**src/rtl/ram_alu_sequencer.sv**
```systemverilog
// ram_alu_sequencer: walks instruction RAM from address 0, decoding each word into an ALU op and one result write.
module ram_alu_sequencer #(
   parameter int ADDR_WIDTH   = 8,
   parameter int READ_LATENCY = 1,
   parameter int ALU_OP_WIDTH = 4
) (
   input  logic                    clk,
   input  logic                    rst,
   input  logic                    start,
   input  logic                    abort,
   input  logic                    ram_zero,
   input  logic [2:0]              funct,
   input  logic                    add_rshift_type,
   output logic [ADDR_WIDTH-1:0]   ram_addr,
   output logic                    ram_rd_en,
   output logic [ALU_OP_WIDTH-1:0] alu_op,
   output logic                    addr_sel,
   output logic                    wr_en,
   output logic                    busy,
   output logic                    done,
   output logic                    err,
   output logic                    aborted,
   output logic [ADDR_WIDTH:0]     op_count
);
   typedef enum logic [2:0] {IDLE, FETCH, WAIT, DECODE, EXEC, DONE} state_t;
   localparam logic [2:0] LAT_INIT = 3'(READ_LATENCY - 1);
   state_t state_q, state_d;
   logic start_q, launch;
   logic [2:0] lat_q, lat_d;
   logic [ADDR_WIDTH-1:0] pc_q, pc_d;
   logic [ADDR_WIDTH:0] op_count_q, op_count_d;
   logic [ALU_OP_WIDTH-1:0] alu_op_q, alu_op_d;
   logic [3:0] dec_op;
   logic err_q, err_d, aborted_q, aborted_d;
   logic rd_en_q, rd_en_d, exec_q, exec_d, busy_q, busy_d, done_q, done_d;
   assign launch = start & ~start_q;
   // ADD/SUB and SRL/SRA share a funct; the type bit picks the second of each pair
   assign dec_op = (funct == 3'd0) ? {3'b0, add_rshift_type} :
                   (funct < 3'd5)  ? {1'b0, funct} + 4'd1 :
                   (funct == 3'd5) ? 4'd6 + {3'b0, add_rshift_type} :
                                     {1'b0, funct} + 4'd2;
   always_comb begin
      state_d = state_q;
      lat_d = lat_q;
      pc_d = pc_q;
      op_count_d = op_count_q;
      alu_op_d = alu_op_q;
      err_d = err_q;
      aborted_d = aborted_q;
      case (state_q)
         IDLE, DONE: begin
            if (launch) begin
               state_d = FETCH;
               pc_d = '0;
               op_count_d = '0;
               err_d = 1'b0;
               aborted_d = 1'b0;
            end
         end
         FETCH: begin
            state_d = (READ_LATENCY == 1) ? DECODE : WAIT;
            lat_d = LAT_INIT;
         end
         WAIT: begin
            lat_d = lat_q - 3'd1;
            state_d = (lat_q == 3'd1) ? DECODE : WAIT;
         end
         DECODE: begin
            state_d = ram_zero ? DONE : EXEC;
            alu_op_d = ram_zero ? alu_op_q : ALU_OP_WIDTH'(dec_op);
         end
         EXEC: begin
            op_count_d = op_count_q + 1'b1;
            err_d = (pc_q == '1);
            state_d = (pc_q == '1) ? DONE : FETCH;
            pc_d = (pc_q == '1) ? pc_q : pc_q + 1'b1;
         end
         default: state_d = IDLE;
      endcase
      // abort outranks every in-run event and discards that cycle's updates
      if (abort && busy_q) begin
         state_d = DONE;
         aborted_d = 1'b1;
         pc_d = pc_q;
         op_count_d = op_count_q;
         alu_op_d = alu_op_q;
         err_d = err_q;
      end
      rd_en_d = state_d == FETCH;
      exec_d = state_d == EXEC;
      busy_d = state_d inside {FETCH, WAIT, DECODE, EXEC};
      done_d = state_d == DONE;
   end
   always_ff @(posedge clk) begin
      if (!rst) begin
         state_q <= IDLE;
         start_q <= 1'b0;
         lat_q <= '0;
         pc_q <= '0;
         op_count_q <= '0;
         alu_op_q <= '0;
         err_q <= 1'b0;
         aborted_q <= 1'b0;
         rd_en_q <= 1'b0;
         exec_q <= 1'b0;
         busy_q <= 1'b0;
         done_q <= 1'b0;
      end else begin
         state_q <= state_d;
         start_q <= start;
         lat_q <= lat_d;
         pc_q <= pc_d;
         op_count_q <= op_count_d;
         alu_op_q <= alu_op_d;
         err_q <= err_d;
         aborted_q <= aborted_d;
         rd_en_q <= rd_en_d;
         exec_q <= exec_d;
         busy_q <= busy_d;
         done_q <= done_d;
      end
   end
   assign ram_addr = pc_q;
   assign ram_rd_en = rd_en_q;
   assign alu_op = alu_op_q;
   assign addr_sel = exec_q;
   // a same-cycle abort or reset must keep the write from reaching the datapath
   assign wr_en = exec_q & ~abort & rst;
   assign busy = busy_q;
   assign done = done_q;
   assign err = err_q;
   assign aborted = aborted_q;
   assign op_count = op_count_q;
endmodule

```
**config.mk**
```make
export PLATFORM = sky130hd
export DESIGN_NAME = ram_alu_sequencer
export DESIGN_NICKNAME = d
export VERILOG_FILES = /design/src/rtl/ram_alu_sequencer.sv
export SDC_FILE = /design/constraint.sdc
export NUM_CORES = 1
export LEC_CHECK = 0
export CORE_MARGIN = 2
export CORE_UTILIZATION = 30
export CTS_BUF_LIST = sky130_fd_sc_hd__clkbuf_4 sky130_fd_sc_hd__clkbuf_8
export DETAILED_ROUTE_END_ITERATION = 10
export HOLD_SLACK_MARGIN = 0.02
export PLACE_DENSITY_LB_ADDON = 0.12
export RECOVER_POWER = 25
export REMOVE_ABC_BUFFERS = 1
export SYNTH_ARGS = -nofsm -noshare
export SYNTH_HDL_FRONTEND = slang
export SYNTH_SLANG_ARGS = --single-unit
```
**constraint.sdc**
```tcl
create_clock -name clk -period 1.9 [get_ports clk]
set_clock_uncertainty 0.05 [all_clocks]
set_input_delay 0.19 -clock clk [delete_from_list [all_inputs] [get_ports clk]]
set_output_delay 0.19 -clock clk [all_outputs]
set_load 0.02 [all_outputs]
```
; ---- Yosys cells after proc, flatten, opt, wreduce, memory -nomap -nowiden
; Cells that the tools add are included.
[op_classes]
n_addsub = 6
multipliers = 0
div_mod_pow = 0
order_cmp = 1
eq_ne = 15
shifts = 0
mux = 19
bitwise_logic = 7
reduce_logical = 13
[op_table]
columns = op, count
row1 = case mux 9 bit (2 select lines), 1
row2 = 2-to-1 mux 8 bit, 2
row3 = case mux 8 bit (2 select lines), 1
row4 = equality test 3 bit (second input constant), 5
row5 = case mux 3 bit (5 select lines), 1
row6 = equality test 3 x 2 -> 1 bit (second input constant), 4
row7 = 2-to-1 mux 4 bit, 3
row8 = adder 9 x 1 -> 9 bit (second input constant), 1
row9 = equality test 3 x 1 -> 1 bit (second input constant), 3
row10 = 2-to-1 mux 3 bit, 3
row11 = 2-to-1 mux 9 bit, 1
row12 = adder 8 x 1 -> 8 bit (second input constant), 1
row13 = equality test 8 bit (second input constant), 1
row14 = nonzero test 2 bit, 4
row15 = zero test 3 bit, 2
row16 = case mux 3 bit (2 select lines), 1
row17 = AND reduction 3 bit, 2
row18 = 2-to-1 mux 1 bit, 5
row19 = adder 3 x 1 -> 4 bit (first input constant), 1
row20 = adder 3 x 1 -> 4 bit (second input constant), 1
row21 = adder 3 x 2 -> 4 bit (second input constant), 1
row22 = inequality test 2 bit (second input constant), 2
row23 = NOT 1 bit, 4
row24 = AND reduction 4 bit, 1
row25 = 8 further kinds, 10
[word_totals]
regBits = 34
latchBits = 0
mem_bits_rw = 0
romBits = 0
in_bits = 9
mem_count = 0

; ---- Logic depth before layout (Yosys ltp)
[depth]
depth_word = 7
mapped_depth = 7
mapped_depth_nobuf = 7

; ---- Worst setup path after synthesis
; OpenSTA, ideal clock, no wires.
[synth_path]
path_type = reg-to-reg
from = reg pc_q[0], in the netlist ram_addr[0]
to = reg pc_q[6], in the netlist ram_addr[6]
setup_ps = 71
arrival_time_ps = 1796
setup_slack_ps = -16
stages_incl_launch_ff = 7
n_path_buf = 0
period_less_slack_ps = 1916
path_cell_list = dfxtp_1 ha_1 nand3_1 nor4_4 a211o_4 or4_1 a21oi_1
[synth_between]
elab_chain_len = 3
[synth_rtl]
columns = item, line_no
row1 = "start, declared", 30  ; logic [ADDR_WIDTH-1:0] pc_q, pc_d;
row2 = "start signal, assigned", 112  ; pc_q <= pc_d;
row3 = adder 8 x 1 -> 8 bit or equality test 8 bit (tied branches), 76  ; pc_d = (pc_q == '1) ? pc_q : pc_q + 1'b1;
row4 = 2-to-1 mux 8 bit or inequality test 2 bit (tied branches), n/a
row5 = case mux 8 bit (2 select lines) or AND reduction 4 bit (tied branches), n/a
; Parallel ways exist; a longest one is shown, timed or not. The select of a mux whose other input is x is not followed.
; A chain may end at the register's enable or synchronous reset.

; ---- Worst setup path after layout
[layout_path]
from = reg state_q[2]
to = reg pc_q[6], in the netlist ram_addr[6]
[layout_between]
elab_chain_len = 4
[layout_rtl]
columns = item, line_no
row1 = "start, declared", 27  ; state_t state_q, state_d;
row2 = "start signal, assigned", 109  ; state_q <= state_d;
row3 = equality test 3 bit or zero test 3 bit (tied branches), 50  ; case (state_q)
row4 = OR reduction 2 bit, 50
row5 = inequality test 2 bit (no source line) or nonzero test 2 bit (tied branches), n/a
row6 = AND reduction 4 bit (no source line), n/a
; Parallel ways exist; a longest one is shown, timed or not.

==> results.json <==
{
  "wirelength_mm": 4.617,
  "r2r-end": "ram_addr[6]",
  "required_ns": 2.07,
  "core_area_sq_mm": 0.005991,
  "ant_nets": 0,
  "grt_pass1_wl_mm": 7.803,
  "clock-root-buffer": "clkbuf_8",
  "diodes": 0,
  "fillers": 614,
  "viasPerCell": 4.832,
  "fp-row-count": 28,
  "grt_overflow": 0,
  "grt_usage": 0.1361,
  "wl_per_cell_um": 12.34,
  "fin_crit_ns": 1.835,
  "path_class": "reg2reg",
  "drt-initial-drc-count": 45,
  "synth_common_cells": "34 x dfxtp_1, 27 x nor2_1, 23 x nand2_1",
  "layout-drive-gt1-share": 0.2341,
  "nets": 316,
  "antenna_found_initial": 0,
  "synth.largest_area_cell": "dfxtp_1",
  "critPathArrivalTime_ns": 2.01,
  "synth_edf_count": 0,
  "maxSlewViolCount": 0,
  "port_buffers": 36,
  "pre_cts_ws_ns": -0.2507,
  "syn2layout_area_growth_pct": 46.14,
  "numCtsBuffers": 5,
  "syn_inst": 224,
  "drc_errors": 0,
  "synthFlopType": "dfxtp_1",
  "drv_cap": 0,
  "start_util": 0.3141,
  "synth_area_sq_mm": 0.001882,
  "start_kind": "register",
  "startpoint": "state_q[2]",
  "reg2reg_depth": 5,
  "status": "completed",
  "synth.most_common_cell": "dfxtp_1",
  "slew_headroom": 0.7571,
  "clock_sinks": 34,
  "wl_met1_mm": 2.258,
  "path_clk_slew_ns": 0.07,
  "die-height_um": 83.20,
  "fmaxAchievable_mhz": 544.9,
  "dr.pass1.iters": 4,
  "cts_buffer_depth": 2,
  "netlist-cell-type-count": 47,
  "hold_viol_final": 0,
  "worst_slack_ns": 0.06475,
  "worstSetupEndpointType": "register",
  "cp-endpoint": "ram_addr[6]",
  "die_area_sq_mm": 0.006922,
  "synth_top_area_frac": 0.3617,
  "ctsHoldBuffers": 0,
  "pin_count": 37,
  "vias": 1807,
  "reg2reg_from": "state_q[2]",
  "gp_congestion": 0.7838,
  "ctsHtreeMaxLevel": 2,
  "die_w_um": 83.20,
  "static-leakage-power_nw": 1.132,
  "ff2ff_setup_slack_ns": 0.06,
  "syn_area_per_cell_sq_um": 8.401,
  "wl_met2_mm": 2.144,
  "grt_pass1_vias": 1670,
  "synthArstFlopShare": 0,
  "worst_pin_slew_ns": 0.3643,
  "dr.max_layer_used": "met4",
  "critPathMaxFanout": 6,
  "clk_latency_ns": 0.28,
  "ys_ff_latch": 34,
  "finalSetupViolCount": 0,
  "grt_max_degree": 17,
  "p_per_area_mw_per_mm2": 818.0,
  "ys.warnings.count": 0,
  "rsz0062_at_grt": "true",
  "route.met3.wl_um": 145,
  "cts_tree": "built",
  "seq_area_frac_synth": 0.3617,
  "yosys-top-cells-area": "dfxtp_1 36%, ha_1 6.0%, nor2_1 5.4%, nand2_1 4.6%, a21oi_1 4.3%",
  "hpwl_mm": 3.501,
  "finalCritPeriodShare": 0.9659,
  "irDropWorstVdd_mv": 0.3617,
  "fin_tns_setup_ns": 0,
  "holdCritPathClass": "in2reg"
}
-- registers in the layout, indices dropped and copies added (netlist names) --
signal,flops
ram_addr,8
lat_q,3
op_count,9
addr_sel,1
aborted,1
ram_rd_en,1
state_q,3
start_q,1
done,1
alu_op,4
err,1
busy,1
-- critical path, cell delays in order, from the launching register on --
cell and delay, ns:
dfxtp_2 0.36, nand2b_1 0.13, a21bo_4 0.23, a211o_4 0.36, or4_1 0.50, a21oi_1 0.14
-- kinds of logic after synthesis --
| group | after synthesis | synth area share |
|---|---|---|
| simple gates | 94 | 0.2567 |
| fa+ha+maj | 9 | 0.05984 |
| flops | 34 | 0.3617 |
| xor+xnor | 10 | 0.04655 |
| mux | 6 | 0.03192 |
| buf+inv | 18 | 0.04454 |
| compound gates | 53 | 0.1988 |
-- stage by stage --
step	hold slack, ns	instance area (sq um)	cells	power, mW	util
2_1_floorplan	0.2617	1828	214	1.266	-
3_3_place_gp	0.3982	2603	365	1.666	0.4344
3_5_place_dp	0.4030	2603	365	1.667	0.4344
4_1_cts	0.4137	2701	373	2.260	0.4509
5_1_grt	0.2231	2750	374	2.392	0.4591
6_report	0.1902	2750	374	2.250	0.4591
-- layout make-up --
class	count	area [sq um]	share of cell area
Sequential cell	34	685.7	0.2493
Timing Repair Buffer	77	683.2	0.2484
Clock inverter	1	5.005	0.001820
Clock buffer	7	90.09	0.03276
Tap cell	75	93.84	0.03412
Inverter	8	30.03	0.01092
Multi-Input combinational cell	172	1162	0.4227
-- power breakdown --
group / internal, mW / total [mW] / switching [mW]
combinational: 0.421 / 0.857 / 0.436
clock: 0.307 / 0.573 / 0.266
sequential: 0.776 / 0.819 / 0.0438
total: 1.50 / 2.25 / 0.747
-- per-layer routing --
layer | global-route usage | up-vias
li1 | - | 943
met1 | 0.1730 | 831
met2 | 0.2243 | 28
met3 | 0.03479 | 5
met4 | 0.04471 | 0
met5 | 0 | -
-- cell usage in the layout (no fill, tap or decap), drive strengths merged, types with 2 or more instances in the layout --
| cell type | instances |
|---|---|
| nor2 | 27 |
| buf | 41 |
| a21boi | 2 |
| inv | 8 |
| and2 | 2 |
| xor2 | 8 |
| nand3 | 4 |
| nor4 | 2 |
| dlygate4sd3 | 10 |
| o211ai | 3 |
| nand2b | 5 |
| nor3 | 7 |
| nor2b | 2 |
| o41ai | 2 |
| xnor2 | 2 |
| nand2 | 24 |
| o21ai | 14 |
| clkbuf | 7 |
| clkdlybuf4s50 | 25 |
| o31ai | 3 |
| dfxtp | 34 |
| and3 | 2 |
| or4 | 3 |
| a21oi | 16 |
| a31o | 2 |
| a21o | 4 |
| mux2i | 6 |
| or3 | 3 |
| nand4 | 7 |
| ha | 9 |
-- timing repair --
item / in CTS / in global routing
setup endpoints to repair: 8 / 14
resized for setup: 2 / 10
setup buffers: 0 / 1
pin swaps: 1 / 4
endpoints found under the hold margin: 0 / 0
-- how the worst min path moves through the flow --
| stage | endpoint | startpoint | slack, ns | depth (start not counted) |
|---|---|---|---|---|
| 2_1_floorplan | start_q | start | 0.26 | 1 |
| 3_3_place_gp | alu_op[2] | alu_op[2] | 0.40 | 2 |
| 3_5_place_dp | alu_op[2] | alu_op[2] | 0.40 | 2 |
| 4_1_cts | alu_op[2] | alu_op[2] | 0.41 | 2 |
| 5_1_grt | start_q | start | 0.22 | 2 |
| 6_report | start_q | start | 0.19 | 2 |
Note: power is estimated with default switching activity, not from simulation.
